$ cat src/rtl/bus_arbiter.sv
// Two-master round-robin bus arbiter. A hold counter bounds the owner's tenure,
// and preemption is deferred while a transfer is in flight.
module bus_arbiter #(
   parameter int unsigned MAX_HOLD = 16
) (
   input  logic clk,
   input  logic reset,
   input  logic m1_req,
   input  logic m2_req,
   input  logic bus_busy,
   output logic m1_grant,
   output logic m2_grant,
   output logic mux_sel,
   output logic bus_idle
);

   localparam int unsigned      CNT_W    = 8;
   localparam logic [CNT_W-1:0] HOLD_SAT = CNT_W'(MAX_HOLD);
   localparam logic [CNT_W-1:0] HOLD_THR = CNT_W'(MAX_HOLD - 1);
   localparam logic             OWNER_M1 = 1'b0;
   localparam logic             OWNER_M2 = 1'b1;

   typedef enum logic [1:0] {
      IDLE     = 2'd0,
      GRANT_M1 = 2'd1,
      GRANT_M2 = 2'd2,
      RELEASE  = 2'd3
   } state_t;

   state_t             r_state;
   state_t             w_state_nxt;
   logic [CNT_W-1:0]   r_hold_cnt;
   logic [CNT_W-1:0]   w_hold_cnt_nxt;
   logic               r_last_owner;
   logic               w_last_owner_nxt;
   logic               r_m1_grant;
   logic               r_m2_grant;
   logic               r_mux_sel;
   logic               r_bus_idle;
   logic               w_preempt;
   logic               w_in_grant;

   assign w_in_grant = (r_state == GRANT_M1) || (r_state == GRANT_M2);

   // Owner has used its hold time, the other master waits and the bus is quiet
   assign w_preempt = (r_hold_cnt >= HOLD_THR) && !bus_busy &&
                      ((r_state == GRANT_M1) ? m2_req : m1_req);

   always_comb begin
      w_state_nxt      = r_state;
      w_hold_cnt_nxt   = r_hold_cnt;
      w_last_owner_nxt = r_last_owner;

      case (r_state)
         IDLE, RELEASE: begin
            if (m1_req && (!m2_req || (r_last_owner == OWNER_M2))) begin
               w_state_nxt = GRANT_M1;
            end else if (m2_req) begin
               w_state_nxt = GRANT_M2;
            end else begin
               w_state_nxt = IDLE;
            end
         end
         GRANT_M1: if (!m1_req || w_preempt) w_state_nxt = RELEASE;
         GRANT_M2: if (!m2_req || w_preempt) w_state_nxt = RELEASE;
         default:  w_state_nxt = IDLE;
      endcase

      // New tenure restarts the counter and records the owner for round-robin
      if (((w_state_nxt == GRANT_M1) || (w_state_nxt == GRANT_M2)) &&
          (w_state_nxt != r_state)) begin
         w_hold_cnt_nxt   = '0;
         w_last_owner_nxt = (w_state_nxt == GRANT_M2) ? OWNER_M2 : OWNER_M1;
      end else if (w_in_grant && (r_hold_cnt < HOLD_SAT)) begin
         w_hold_cnt_nxt = r_hold_cnt + CNT_W'(1);
      end
   end

   always_ff @(posedge clk) begin
      if (reset) begin
         r_state      <= IDLE;
         r_hold_cnt   <= '0;
         r_last_owner <= OWNER_M2;
         r_m1_grant   <= 1'b0;
         r_m2_grant   <= 1'b0;
         r_mux_sel    <= OWNER_M1;
         r_bus_idle   <= 1'b1;
      end else begin
         r_state      <= w_state_nxt;
         r_hold_cnt   <= w_hold_cnt_nxt;
         r_last_owner <= w_last_owner_nxt;
         r_m1_grant   <= (r_state == GRANT_M1);
         r_m2_grant   <= (r_state == GRANT_M2);
         r_bus_idle   <= (r_state == IDLE) || (r_state == RELEASE);
         // Select moves only together with the grant it belongs to
         if (w_in_grant) r_mux_sel <= r_last_owner;
      end
   end

   assign m1_grant = r_m1_grant;
   assign m2_grant = r_m2_grant;
   assign mux_sel  = r_mux_sel;
   assign bus_idle = r_bus_idle;

endmodule

$ cat config.mk
export PLATFORM = sky130hd
export DESIGN_NAME = bus_arbiter
export DESIGN_NICKNAME = d
export VERILOG_FILES = /design/src/rtl/bus_arbiter.sv
export SDC_FILE = /design/constraint.sdc
export NUM_CORES = 1
export LEC_CHECK = 0
export BUFFER_PORTS_ARGS = -buffer_cell sky130_fd_sc_hd__buf_2
export CORE_MARGIN = 2
export CORE_UTILIZATION = 35
export DETAILED_ROUTE_END_ITERATION = 10
export PLACE_DENSITY = 0.61
export SYNTH_ARGS = -nofsm -noshare
export SYNTH_HDL_FRONTEND = slang
export SYNTH_SLANG_ARGS = --single-unit
export TNS_END_PERCENT = 5
$ cat constraint.sdc
create_clock -name clk -period 4.1 [get_ports clk]
set_input_delay 0.82 -clock clk [delete_from_list [all_inputs] [get_ports clk]]
set_output_delay 0.82 -clock clk [all_outputs]
set_load 0.05 [all_outputs]
==> summary.md <==
| Metric | Value |
|---|---|
| Outcome | `complete, no violations` |
| Worst Path Arrival | `2.60 ns` |
| Initial cell density of the core | `36.1%` |
| Hold WC Path Type | `flop to flop` |
| Ranking of synthesized cells by area | `dfxtp_1 43%, ha_1 7.2%, nor2_1 5.9%, nor2b_1 5.4%, mux2i_1 4.3%` |
| Syn nets | `81` |
| Post-synth EDFFs | `0` |
| Slew headroom | `71.9%` |
| Unrepaired setup endpoints after global routing | `false` |
| Remaining DRCs | `0` |
| Initial antenna violation count | `0` |
| Antenna Nets Post-Route | `0` |
| 1st-iter DRT viols | `4` |
| Root Driver | `clkbuf_4` |
| Io pins | `9` |
| Asr flop ratio synth | `0%` |
| CP Capture Type | `flop` |
| Synth warn | `0` |
| First-pass GRT wire length | `2070 um` |
| CP max FO | `9` |
| Fin crit share | `59.0%` |
| Post-DR vias/cell | `4.54` |
| Family with the most delay on the worst path | `adder cells` |
| Most used cell, CP | `ha_1` |
| Final hold viol count | `0` |
| Routed vias | `499` |
| Ant. Diodes | `0` |
| Commonest cells in the netlist | `15 x dfxtp_1, 11 x nor2_1, 6 x nor2b_1, 5 x inv_1, 4 x ha_1` |
| Via count of the first global-routing pass | `486` |
| Clock Sinks | `15` |
| Crit path buffers/inverters | `1` |
| Synthesized instance count | `72` |
| Largest net degree at the start of global routing | `10` |
| Max-cap violations | `0` |
| Count leader, synth | `dfxtp_1` |
| Filler instances | `216` |
| Die H | `48.5 um` |
| Footprint of the multi-input gates | `370 um2` |
| Yosys top cell by area | `dfxtp_1` |
| TritonRoute pass-1 iters | `4` |
| Post-route setup TNS | `0 ns` |
| Post-CTS setup buffer count | `0` |
| Port bufs | `8` |
| # setup viols final | `0` |
| Post-route setup slack | `1.68 ns` |
| Clock Path Buffers | `2` |
| PD cells | `637 nW/um2` |
| Library cells used by synthesis | `25` |
| Reg area | `300 um2` |
| Nets@finish | `93` |
| Syn_area_per_cell | `9.64 um2` |
| Req. time, crit path | `4.29 ns` |
| Clock latency on the worst-skew pair | `0.29 ns` |
| CP cell instances | `inv_1 > ha_1 > nand2b_1 > nor4_1 > and2b_1 > ha_1 > o21a_1 > a211o_1` |
| Leakage | `0.327 nW` |
| Max-slew violation count | `0` |
| Post-CTS resize count | `0` |
| Final min period | `2.42 ns` |
| Worst-path clk slew | `0.09 ns` |
| Die area | `2360 um2` |
| CTS H-Tree Depth | `1` |
| Critical Path Source Type | `flop` |
| P&R area growth vs syn | `13.9%` |
| Fin util | `41.1%` |
| Cell at the slowest stage of the critical path | `dfxtp_1` |
| Post-synth top area share | `43.2%` |
| Hold_buf cts | `0` |
| Worst Max-Slew Pin Slew | `0.421 ns` |
| Drt total wl | `1120 um` |
| Netlist area before placement | `694 um2` |
| Final Power | `0.504 mW` |
| Ys flop type | `dfxtp_1` |
| Finished Cell Area | `791 um2` |
| Fmax | `0.414 GHz` |
| Num CTS Buffers | `3` |
| Post-DP HPWL | `850 um` |
| Register area share after synthesis | `43.2%` |
| Grt ovf | `0` |
| Global placer's final weighted congestion | `0.705` |
| Die Width | `48.5 um` |
| Maximum vdd drop | `343 uV` |
| Layout cell share with drive strength beyond 1 | `20.5%` |
| Placed Area | `763 um2` |
| FP Rows | `16` |
| Area of the core | `1920 um2` |
| Dpl ws | `1.50 ns` |
| Gr usage total | `11.6%` |
| Worst setup path class | `flop to flop` |
| DR WL/cell | `10.2 um` |
| CTS tree | `built` |
| Synth Register Bits | `15` |
| Slowest cell delay on critical path | `0.43 ns` |
| Clock skew | `0.00112 ns` |
## registers in the layout (all words and copies together), names as in the netlist
register and flops:
r_last_owner 1, bus_idle 1, m2_grant 1, mux_sel 1
r_hold_cnt 8, m1_grant 1, r_state 2
## final cells by class
cell class | count | area share [%]
multi-input combinational | 51 | 46.8
tap | 27 | 4.27
sequential | 15 | 38.0
inverter | 5 | 2.37
timing repair buffer | 8 | 5.06
clock inverter | 1 | 0.633
clock buffer | 3 | 2.85
## stage by stage
| step | instances | hold WS, ns |
|---|---|---|
| finish | 110 | 0.461 |
| global route | 110 | 0.489 |
| CTS | 110 | 0.465 |
| detailed placement | 106 | 0.451 |
| global placement | 106 | 0.447 |
| floorplan | 72 | 0.440 |
## cells by family after synthesis
| kind of cell | after synthesis | synth area share (%) |
|---|---|---|
| buf+inv | 6 | 3.42 |
| compound gates | 8 | 10.5 |
| fa+ha+maj | 4 | 7.21 |
| xor+xnor | 5 | 6.31 |
| simple gates | 31 | 25.0 |
| flops | 15 | 43.2 |
| mux | 3 | 4.32 |
## worst reg2reg max path: cells and delay by family, from the launching register on
| family | cells | cell delay (ns) |
|---|---|---|
| buf+inv | 1 | 0.07 |
| fa+ha+maj | 2 | 0.73 |
| flops | 1 | 0.43 |
| simple gates | 3 | 0.64 |
| compound gates | 2 | 0.44 |
## layer usage
| layer | part of all wire, % | routed length [um] | vias up | global-route usage [%] |
|---|---|---|---|---|
| met1 | 46 | 511 | 222 | 13.6 |
| met2 | 48 | 542 | 7 | 19.0 |
| met3 | 2.0 | 23 | 5 | 0.926 |
| met5 | 0 | 0 | - | 0 |
| li1 | - | - | 265 | - |
| met4 | 4.1 | 46 | 0 | 10.0 |
## path summary, 6_finish.rpt
check	startpoint	endpoint	slack (ns)	depth (start not counted)
max	r_state[0]	r_last_owner	1.68	8
min	r_hold_cnt[7]	r_hold_cnt[7]	0.46	2
max reg2reg	r_state[0]	r_last_owner	1.68	8
min reg2reg	r_hold_cnt[7]	r_hold_cnt[7]	0.46	2
## where the power goes
part	internal (mW)	switching [mW]	total [mW]	leakage, nW
clock network	0.0363	0.0497	0.0860	0.0177
logic	0.0955	0.133	0.229	0.188
registers	0.170	0.0186	0.189	0.122
total	0.302	0.202	0.504	0.327
## placed cells by master, fill, tap and decap left out
cell type	count
and2b_1	1
nand4_1	1
clkbuf_4	3
xor2_1	2
nor4_4	1
clkinv_2	1
nand2b_1	3
nor2_1	11
or2_2	1
nand3_1	1
nand2_1	3
ha_1	4
and2_1	1
buf_2	8
o22a_2	1
o21a_1	1
mux2i_1	3
a41o_1	1
o21bai_2	1
inv_1	5
nor2b_1	6
nor4_1	2
dfxtp_1	15
o22ai_1	2
a211o_1	1
a211oi_2	1
xnor2_1	3
Power figures use the tool's default switching activity.
